<file path="config.mk">
export PLATFORM = sky130hd
export DESIGN_NAME = i2c_target
export DESIGN_NICKNAME = d
export VERILOG_FILES = /design/src/rtl/i2c_pkg.sv /design/src/rtl/i2c_line_filter.sv /design/src/rtl/i2c_target.sv
export SDC_FILE = /design/constraint.sdc
export NUM_CORES = 1
export LEC_CHECK = 0
export ABC_AREA = 0
export BUFFER_PORTS_ARGS = -buffer_cell sky130_fd_sc_hd__buf_2
export CORE_MARGIN = 3
export CORE_UTILIZATION = 56
export CTS_CLUSTER_SIZE = 28
export DETAILED_ROUTE_END_ITERATION = 8
export PLACE_DENSITY = 0.89
export SYNTH_ARGS = -nofsm -noshare
export SYNTH_HDL_FRONTEND = slang
export SYNTH_SLANG_ARGS = --single-unit
</file>
<file path="constraint.sdc">
create_clock -name clk -period 2.35 [get_ports clk]
set_clock_uncertainty 0.1 [all_clocks]
set_input_delay 0.705 -clock clk [delete_from_list [all_inputs] [get_ports clk]]
set_output_delay 0.705 -clock clk [all_outputs]
set_load 0.01 [all_outputs]
</file>
<file path="src/rtl/i2c_pkg.sv">
// Shared I2C definitions: target state encoding, bus field widths and
// acknowledge levels, used by the target and the master.
package i2c_pkg;

    localparam int I2C_ADDR_W = 7;
    localparam int I2C_DATA_W = 8;

    localparam logic ACK  = 1'b0;
    localparam logic NACK = 1'b1;

    typedef enum logic [2:0] {
        ST_IDLE,
        ST_ADDR,
        ST_ADDR_ACK,
        ST_RX,
        ST_RX_ACK,
        ST_TX,
        ST_TX_ACK,
        ST_IGNORE
    } target_state_e;

endpackage

</file>
<file path="src/rtl/i2c_line_filter.sv">
// One bus line: 2-flop synchronizer followed by a glitch filter that only
// changes its output after FILTER_LEN consecutive samples of the new level.
module i2c_line_filter #(
    parameter int FILTER_LEN = 3
) (
    input  logic clk,
    input  logic rst,
    input  logic raw_in,
    output logic filt_out
);

    localparam int CW = $clog2(FILTER_LEN + 1);

    logic [1:0]    sync_q;
    logic [1:0]    sync_d;
    logic          filt_q;
    logic          filt_d;
    logic [CW-1:0] cnt_q;
    logic [CW-1:0] cnt_d;

    // The counter restarts whenever the synchronized level agrees with the
    // filtered one, so any shorter excursion is simply forgotten.
    always_comb begin
        sync_d = {sync_q[0], raw_in};
        filt_d = filt_q;
        cnt_d  = '0;
        if (sync_q[1] != filt_q) begin
            if (cnt_q == CW'(FILTER_LEN - 1)) begin
                filt_d = sync_q[1];
            end else begin
                cnt_d = cnt_q + 1'b1;
            end
        end
    end

    always_ff @(posedge clk) begin
        if (rst) begin
            sync_q <= 2'b11;
            filt_q <= 1'b1;
            cnt_q  <= '0;
        end else begin
            sync_q <= sync_d;
            filt_q <= filt_d;
            cnt_q  <= cnt_d;
        end
    end

    assign filt_out = filt_q;

endmodule

</file>
<file path="src/rtl/i2c_target.sv">
// I2C target endpoint: filters SCL/SDA, detects START/STOP, matches a 7-bit
// address and exchanges bytes with a simple byte-wide local interface.
import i2c_pkg::*;

module i2c_target #(
    parameter int FILTER_LEN = 3
) (
    input  logic                  clk,
    input  logic                  rst,
    input  logic [I2C_ADDR_W-1:0] own_addr,
    input  logic                  scl_in,
    input  logic                  sda_in,
    output logic                  sda_oe,
    output logic                  busy,
    output logic                  addr_match,
    output logic                  rw,
    output logic [I2C_DATA_W-1:0] rx_data,
    output logic                  rx_valid,
    input  logic [I2C_DATA_W-1:0] tx_data,
    output logic                  tx_req,
    output logic                  stop_det
);

    logic scl_f;
    logic sda_f;

    i2c_line_filter #(.FILTER_LEN(FILTER_LEN)) u_scl_filter (
        .clk      (clk),
        .rst      (rst),
        .raw_in   (scl_in),
        .filt_out (scl_f)
    );

    i2c_line_filter #(.FILTER_LEN(FILTER_LEN)) u_sda_filter (
        .clk      (clk),
        .rst      (rst),
        .raw_in   (sda_in),
        .filt_out (sda_f)
    );

    target_state_e         state_q, state_d;
    logic [2:0]            bit_cnt_q, bit_cnt_d;
    logic [I2C_DATA_W-1:0] shift_q, shift_d;
    logic [I2C_DATA_W-1:0] rx_data_q, rx_data_d;
    logic                  scl_prev_q, scl_prev_d;
    logic                  sda_prev_q, sda_prev_d;
    logic                  sda_oe_q, sda_oe_d;
    logic                  busy_q, busy_d;
    logic                  rw_q, rw_d;
    logic                  ack_phase_q, ack_phase_d;
    logic                  addr_match_q, addr_match_d;
    logic                  rx_valid_q, rx_valid_d;
    logic                  stop_det_q, stop_det_d;
    logic                  tx_load;
    logic [I2C_DATA_W-1:0] rx_byte;

    logic scl_rise, scl_fall, start_ev, stop_ev;

    assign scl_rise = scl_f & ~scl_prev_q;
    assign scl_fall = ~scl_f & scl_prev_q;
    assign start_ev = scl_f & scl_prev_q & sda_prev_q & ~sda_f;
    assign stop_ev  = scl_f & scl_prev_q & ~sda_prev_q & sda_f;

    // ack_phase marks that the first half of a two-fall acknowledge window
    // has passed (ADDR_ACK/RX_ACK) or that the master ACKed a read (TX_ACK).
    always_comb begin
        state_d      = state_q;
        bit_cnt_d    = bit_cnt_q;
        shift_d      = shift_q;
        rx_data_d    = rx_data_q;
        scl_prev_d   = scl_f;
        sda_prev_d   = sda_f;
        sda_oe_d     = sda_oe_q;
        busy_d       = busy_q;
        rw_d         = rw_q;
        ack_phase_d  = ack_phase_q;
        addr_match_d = 1'b0;
        rx_valid_d   = 1'b0;
        stop_det_d   = 1'b0;
        tx_load      = 1'b0;
        rx_byte      = {shift_q[I2C_DATA_W-2:0], sda_f};

        if (start_ev) begin
            state_d   = ST_ADDR;
            bit_cnt_d = '0;
            sda_oe_d  = 1'b0;
            busy_d    = 1'b1;
        end else if (stop_ev) begin
            state_d    = ST_IDLE;
            sda_oe_d   = 1'b0;
            busy_d     = 1'b0;
            stop_det_d = busy_q;
        end else begin
            case (state_q)
                ST_ADDR: begin
                    if (scl_rise) begin
                        shift_d   = rx_byte;
                        bit_cnt_d = bit_cnt_q + 3'd1;
                        if (bit_cnt_q == 3'd7) begin
                            if (rx_byte[7:1] == own_addr && own_addr != '0) begin
                                addr_match_d = 1'b1;
                                rw_d         = rx_byte[0];
                                ack_phase_d  = 1'b0;
                                state_d      = ST_ADDR_ACK;
                            end else begin
                                busy_d  = 1'b0;
                                state_d = ST_IGNORE;
                            end
                        end
                    end
                end
                ST_ADDR_ACK: begin
                    if (scl_fall) begin
                        if (!ack_phase_q) begin
                            sda_oe_d    = 1'b1;
                            ack_phase_d = 1'b1;
                        end else if (!rw_q) begin
                            sda_oe_d  = 1'b0;
                            bit_cnt_d = '0;
                            state_d   = ST_RX;
                        end else begin
                            tx_load   = 1'b1;
                            shift_d   = tx_data;
                            sda_oe_d  = ~tx_data[7];
                            bit_cnt_d = '0;
                            state_d   = ST_TX;
                        end
                    end
                end
                ST_RX: begin
                    if (scl_rise) begin
                        shift_d   = rx_byte;
                        bit_cnt_d = bit_cnt_q + 3'd1;
                        if (bit_cnt_q == 3'd7) begin
                            rx_data_d   = rx_byte;
                            rx_valid_d  = 1'b1;
                            ack_phase_d = 1'b0;
                            state_d     = ST_RX_ACK;
                        end
                    end
                end
                ST_RX_ACK: begin
                    if (scl_fall) begin
                        if (!ack_phase_q) begin
                            sda_oe_d    = 1'b1;
                            ack_phase_d = 1'b1;
                        end else begin
                            sda_oe_d  = 1'b0;
                            bit_cnt_d = '0;
                            state_d   = ST_RX;
                        end
                    end
                end
                // Bit 7 went out on entry; each fall here ends one bit time.
                ST_TX: begin
                    if (scl_fall) begin
                        if (bit_cnt_q == 3'd7) begin
                            sda_oe_d    = 1'b0;
                            ack_phase_d = 1'b0;
                            state_d     = ST_TX_ACK;
                        end else begin
                            shift_d   = {shift_q[I2C_DATA_W-2:0], 1'b0};
                            sda_oe_d  = ~shift_q[I2C_DATA_W-2];
                            bit_cnt_d = bit_cnt_q + 3'd1;
                        end
                    end
                end
                ST_TX_ACK: begin
                    if (scl_rise && !ack_phase_q) begin
                        if (sda_f == ACK) begin
                            ack_phase_d = 1'b1;
                        end else begin
                            state_d = ST_IGNORE;
                        end
                    end else if (scl_fall && ack_phase_q) begin
                        tx_load   = 1'b1;
                        shift_d   = tx_data;
                        sda_oe_d  = ~tx_data[7];
                        bit_cnt_d = '0;
                        state_d   = ST_TX;
                    end
                end
                default: begin
                end
            endcase
        end
    end

    always_ff @(posedge clk) begin
        if (rst) begin
            state_q      <= ST_IDLE;
            bit_cnt_q    <= '0;
            shift_q      <= '0;
            rx_data_q    <= '0;
            scl_prev_q   <= 1'b1;
            sda_prev_q   <= 1'b1;
            sda_oe_q     <= 1'b0;
            busy_q       <= 1'b0;
            rw_q         <= 1'b0;
            ack_phase_q  <= 1'b0;
            addr_match_q <= 1'b0;
            rx_valid_q   <= 1'b0;
            stop_det_q   <= 1'b0;
        end else begin
            state_q      <= state_d;
            bit_cnt_q    <= bit_cnt_d;
            shift_q      <= shift_d;
            rx_data_q    <= rx_data_d;
            scl_prev_q   <= scl_prev_d;
            sda_prev_q   <= sda_prev_d;
            sda_oe_q     <= sda_oe_d;
            busy_q       <= busy_d;
            rw_q         <= rw_d;
            ack_phase_q  <= ack_phase_d;
            addr_match_q <= addr_match_d;
            rx_valid_q   <= rx_valid_d;
            stop_det_q   <= stop_det_d;
        end
    end

    // tx_req has to coincide with the capture of tx_data, so it is decoded
    // directly rather than registered.
    assign tx_req     = tx_load & ~rst;
    assign sda_oe     = sda_oe_q;
    assign busy       = busy_q;
    assign addr_match = addr_match_q;
    assign rw         = rw_q;
    assign rx_data    = rx_data_q;
    assign rx_valid   = rx_valid_q;
    assign stop_det   = stop_det_q;

endmodule

</file>
# --- Yosys cells after proc, flatten, opt, wreduce, memory -nomap -nowiden ---
# Index checks and enable logic that the tools add are counted.
classes:
  eq_ne: 47
  add_sub_neg: 3
  n_bitwise: 23
  n_reduce_logical: 34
  muxes: 71
ops:
  columns: ["cell", "count"]
  rows:
  - ["3-bit 2-to-1 mux", 22]
  - ["7-bit 2-to-1 mux", 8]
  - ["4-bit != test, second input constant", 10]
  - ["1-bit 2-to-1 mux", 35]
  - ["2-bit != test, second input constant", 17]
  - ["7-bit one-hot mux with 4 select lines", 1]
  - ["13-bit AND reduction", 2]
  - ["11-bit AND reduction", 2]
  - ["3-bit one-hot mux with 6 select lines", 1]
  - ["1-bit NOT", 15]
  - ["3-bit == test, second input constant", 4]
  - ["3-bit one-hot mux with 4 select lines", 1]
  - ["6-bit AND reduction", 2]
  - ["4-bit nonzero test", 3]
  - ["3-bit OR reduction", 4]
  - ["9-bit AND reduction", 1]
  - ["3-bit nonzero test", 3]
  - ["1-bit AND", 8]
  - ["8-bit nonzero test", 1]
  - ["7-bit == test", 1]
  - ["7-bit nonzero test", 1]
  - ["3-bit by 2-bit == test with 1-bit output, second input constant", 2]
  - ["2-bit by 1-bit != test with 1-bit output, second input constant", 3]
  - ["3-bit != test, second input constant", 2]
  - ["21 further kinds", 29]
totals:
  word_cells: 198
  in_bits: 19
  regBits: 40
  output_inout_bits: 15

# --- Depth between registers and ports, before layout ---
logic_depth:
  ltp_word: 9
  mapped_depth: 8
  mapped_depth_nobuf: 7

# --- Modules after synthesis ---
# From an unflattened synthesis, not the netlist that was laid out.
hier_totals:
  hier_cells: 242
  hier_area_um2: 2218.4
by_module_without_submodules:
  columns: ["mod", "cells_each", "area_each_um2", "n_inst"]
  rows:
  - ["i2c_target", 214, 1885.6, 1]
  - ["i2c_line_filter", 14, 166.4, 2]

# --- Worst setup path before layout ---
# No wires, ideal clock.
synth_path:
  kind: "input port to output port"
  start: "input rst"
  end: "output tx_req"
  arrival_time_ps: 1497
  path_slack_ps: 48
  n_path_buf: 2
  stages: 3
  path_cell_list: "clkbuf_1 -> clkbuf_1 -> nor4_1"
synth_via:
  elab_chain_len: 2
synth_lines:
  columns: ["item", "line", "text"]
  rows:
  - ["start, declared", "i2c_target.sv:9", "input logic rst,"]
  - ["1-bit NOT", "i2c_target.sv:223", "assign tx_req = tx_load & ~rst;"]
  - ["1-bit AND", "i2c_target.sv:223", null]
  - ["end, declared", "i2c_target.sv:20", "output logic tx_req,"]
# Every way passes these cells.

# --- Final worst setup path ---
layout_path:
  start: "register ack_phase_q"
  end: "output tx_req"
layout_via:
  elab_chain_len: 7
  elab_cells_between_ends: 11
  cone_classes: "mux: 7; bitwise: 1; reduce/logical: 3"
layout_lines:
  columns: ["item", "line", "text"]
  rows:
  - ["start, declared", "i2c_target.sv:50", "logic ack_phase_q, ack_phase_d;"]
  - ["start signal, assigned", "i2c_target.sv:214", "ack_phase_q <= ack_phase_d;"]
  - ["1-bit logical AND or 1-bit zero test (tied branches)", "i2c_target.sv:175, i2c_target.sv:169", null]
  - ["1-bit 2-to-1 mux or 1-bit logical AND (tied branches)", "i2c_target.sv:175, i2c_target.sv:169", null]
  - ["1-bit 2-to-1 mux", "i2c_target.sv:169", "if (scl_rise && !ack_phase_q) begin"]
  - ["1-bit one-hot mux with 2 select lines (*)", "i2c_target.sv:94", "case (state_q)"]
  - ["1-bit 2-to-1 mux (*)", "i2c_target.sv:88", "end else if (stop_ev) begin"]
  - ["1-bit 2-to-1 mux (*)", "i2c_target.sv:83", "if (start_ev) begin"]
  - ["1-bit AND (*)", "i2c_target.sv:223", null]
# Every way passes the cells marked *; elsewhere a longest branch is shown, timed or not.

==> reports/qor.txt <==
Outcome - complete, no violations
Clk Tree Root Cell - clkbuf_8
Post-CTS Setup Bufs - 0
Post-CTS sizing - 3
Die X - 68.0 um
Wire per inst - 16.5 um
Hold crit path type - flip-flop to flip-flop
Critical path class - flip-flop to output port
Via density - 6.14
Slew Limit Fails - 0
Tcrit/Tclk final - 96.4%
Critical Path RT - 1.54 ns
Setup TNS - 0 ns
Die Y - 68.0 um
Final wirelength - 5220 um
Syn nets - 260
Worst-Margin Slew - 0.484 ns
FILL cells - 269
Slowest-stage cell, CP - dfxtp_1
P&R area growth vs syn - 16.1%
Hold_buf cts - 0
Sw frac - 20.4%
First-pass GRT wire length - 8290 um
CTS tree - done
Port-buffer cells - 33
Mapped Cells - 237
Footprint of the multi-input gates - 1240 um2
Final setup viols - 0
Clock power share - 45.3%
RSZ-0062 raised after global routing - false
Slowest Stage Delay on Critical Path - 0.56 ns
Antenna Violating Nets Remaining - 0
Layout cell share with drive strength beyond 1 - 29.3%
EDFF count, synth - 0
Synthesized flop and latch total - 40
Crit path time final - 2.27 ns
Remaining DRCs - 0
Clk slew on worst S/H paths - 0.08 ns
Fmax - 441 MHz
# rows - 21
Vias in the first global route - 1,717
CP Capture Type - output port
Syn_area_per_cell - 9.09 um2
Synth Flop Type - dfxtp_1
Lkg Pwr - 0.00109 uW
CTS Buf Count - 5
Die area - 4630 um2
Worst-Skew Late Latency - 0.29 ns
Cells along the critical path - nand3b_4, nor4_1, buf_2
Fin nets - 292
Max H-tree Level - 2
Final Hold Vio Count - 0
Total grt overflow - 0
Final setup margin - 0.0840 ns
WP data arrival - 1.46 ns
IO Pins - 34
Synthesis warning total - 0
Via count - 1,940
Max-Cap Viols - 0
Antenna diodes - 0
GPL Wtd Cong - 0.921
Worst vdd ir - 0.000541 V
Initial Util - 61.2%
Tot GR Track Use - 24.0%
FF+latch area - 803 um2
CTS sink cnt - 40
Yosys cell types - 52
Psw - 279 uW
Comb power frac - 4.4%
Fraction of registers with async set or reset after synthesis - 0%
CTS max path bufs - 2
Initial antenna violation count - 0
Slew margin rel. - 67.7%
Seq/Total Area, Yosys - 37.2%
Syn Std Cell Area - 2150 um2
Number of DRC markers in iteration 0 - 181
HPWL after DPL - 3510 um
Sequential power share - 50.3%
P_int - 1090 uW
Pwr/cell area - 546 nW/um2
Max FO, Critical Path - 8
Crit start category - flip-flop
First drt pass iteration count - 5
Dpl ws - 0.126 ns
Largest net degree at the start of global routing - 37
CORE AREA - 3520 um2
[layer usage]
| metal | vias up | global-route usage, % | part of all wire [%] |
|---|---|---|---|
| li1 | 914 | - | - |
| met1 | 904 | 30.6 | 40 |
| met2 | 102 | 38.7 | 48 |
| met3 | 20 | 4.76 | 8.7 |
| met4 | 0 | 11.2 | 2.7 |
| met5 | - | 0 | 0 |
[layout by cell type (no fill, tap or decap), types with 6 or more instances in the layout]
cell type,instances
or2_2,6
mux2i_1,17
buf_4,11
a311oi_2,7
clkbuf_8,7
nor2_1,23
a21oi_1,12
xor2_1,7
dfxtp_1,38
nand2_1,11
buf_2,33
nand2b_1,7
[power by group through the flow]
stage               combinational [uW]  sequential (uW)  clock [uW]
floorplan                         35.6              701           0
global placement                  57.5              702           0
detailed placement                59.7              703           0
CTS                               60.2              687         618
global route                      65.7              687         642
finish                            60.2              687         618
[synthesized netlist by cell type (2+ instances only)]
cell type	n	area [um2]
dfxtp_1	40	801
nor2_1	23	86.3
mux2i_1	17	170
a21oi_1	12	60.1
nand2_1	11	41.3
buf_2	8	40.0
a311oi_2	7	105
clkbuf_1	7	26.3
nand2b_1	7	43.8
xor2_1	7	61.3
nor2b_1	6	37.5
or2_2	6	37.5
nand3_1	5	25.0
nor4_1	5	31.3
o21ai_0	5	25.0
a21oi_2	4	35.0
ha_1	4	50.1
inv_1	4	15.0
o22ai_1	4	25.0
a211o_1	3	26.3
buf_6	3	33.8
nand3b_1	3	22.5
nand4b_1	3	26.3
nor3_1	3	15.0
nor3b_1	3	22.5
or3_1	3	18.8
xnor2_1	3	26.3
a221oi_1	2	17.5
a31oi_1	2	12.5
inv_2	2	7.51
o21a_1	2	15.0
o21ai_1	2	10.0
o221ai_1	2	17.5
[registers in the layout (all words and copies together), names as in the netlist, 2 cells and up]
name / count
bit_cnt_q: 3
rx_data: 8
shift_q: 7
state_q: 3
u_scl_filter.cnt_q: 2
u_scl_filter.sync_q: 2
u_sda_filter.cnt_q: 2
u_sda_filter.sync_q: 2
[cell type report]
class / instances / area share (%)
multi-input combinational: 172 / 49.7
sequential: 40 / 32.1
timing repair buffer: 44 / 9.91
clock buffer: 7 / 3.85
tap: 46 / 2.30
clock inverter: 1 / 1.20
inverter: 6 / 0.901
[metrics by stage]
| stage | total power, uW | instance area, um2 | cells | hold slack, ns | utilization, % |
|---|---|---|---|---|---|
| finish | 1360 | 2500 | 316 | 0.313 | 71.0 |
| global route | 1390 | 2500 | 316 | 0.328 | 71.0 |
| CTS | 1370 | 2490 | 316 | 0.312 | 70.8 |
| detailed placement | 762 | 2350 | 308 | 0.302 | 66.9 |
| global placement | 760 | 2350 | 308 | 0.294 | 66.9 |
| floorplan | 737 | 2150 | 237 | 0.289 | - |
[worst max-delay path, delay by kind of cell, from the launching register on]
| family | cells | cell delay, ns |
|---|---|---|
| DFF | 1 | 0.56 |
| and+or+nand+nor | 2 | 0.43 |
| buffers and inverters | 1 | 0.18 |
[logic make-up (layout without fill, tap and decap cells)]
family                   Yosys count  in the layout  share of synthesized area (%)
multiplexers                      17             17                           7.90
AO/OA/AOI/OAI                     54             54                           19.8
AND/OR/NAND/NOR                   87             87                           22.8
flip-flops                        40             40                           37.2
XOR/XNOR                          10             10                           4.07
adder cells (fa/ha/maj)            4              4                           2.32
buffers and inverters             25             58                           5.87
[worst paths after layout]
check                         from                     to  slack [ns]  cells after the start
max                    ack_phase_q                 tx_req        0.08                      3
min          u_sda_filter.cnt_q[0]  u_sda_filter.cnt_q[0]        0.31                      1
max reg2reg             state_q[2]           bit_cnt_q[0]        0.30                      7
min reg2reg  u_sda_filter.cnt_q[0]  u_sda_filter.cnt_q[0]        0.31                      1
Power figures use the tool's default switching activity.
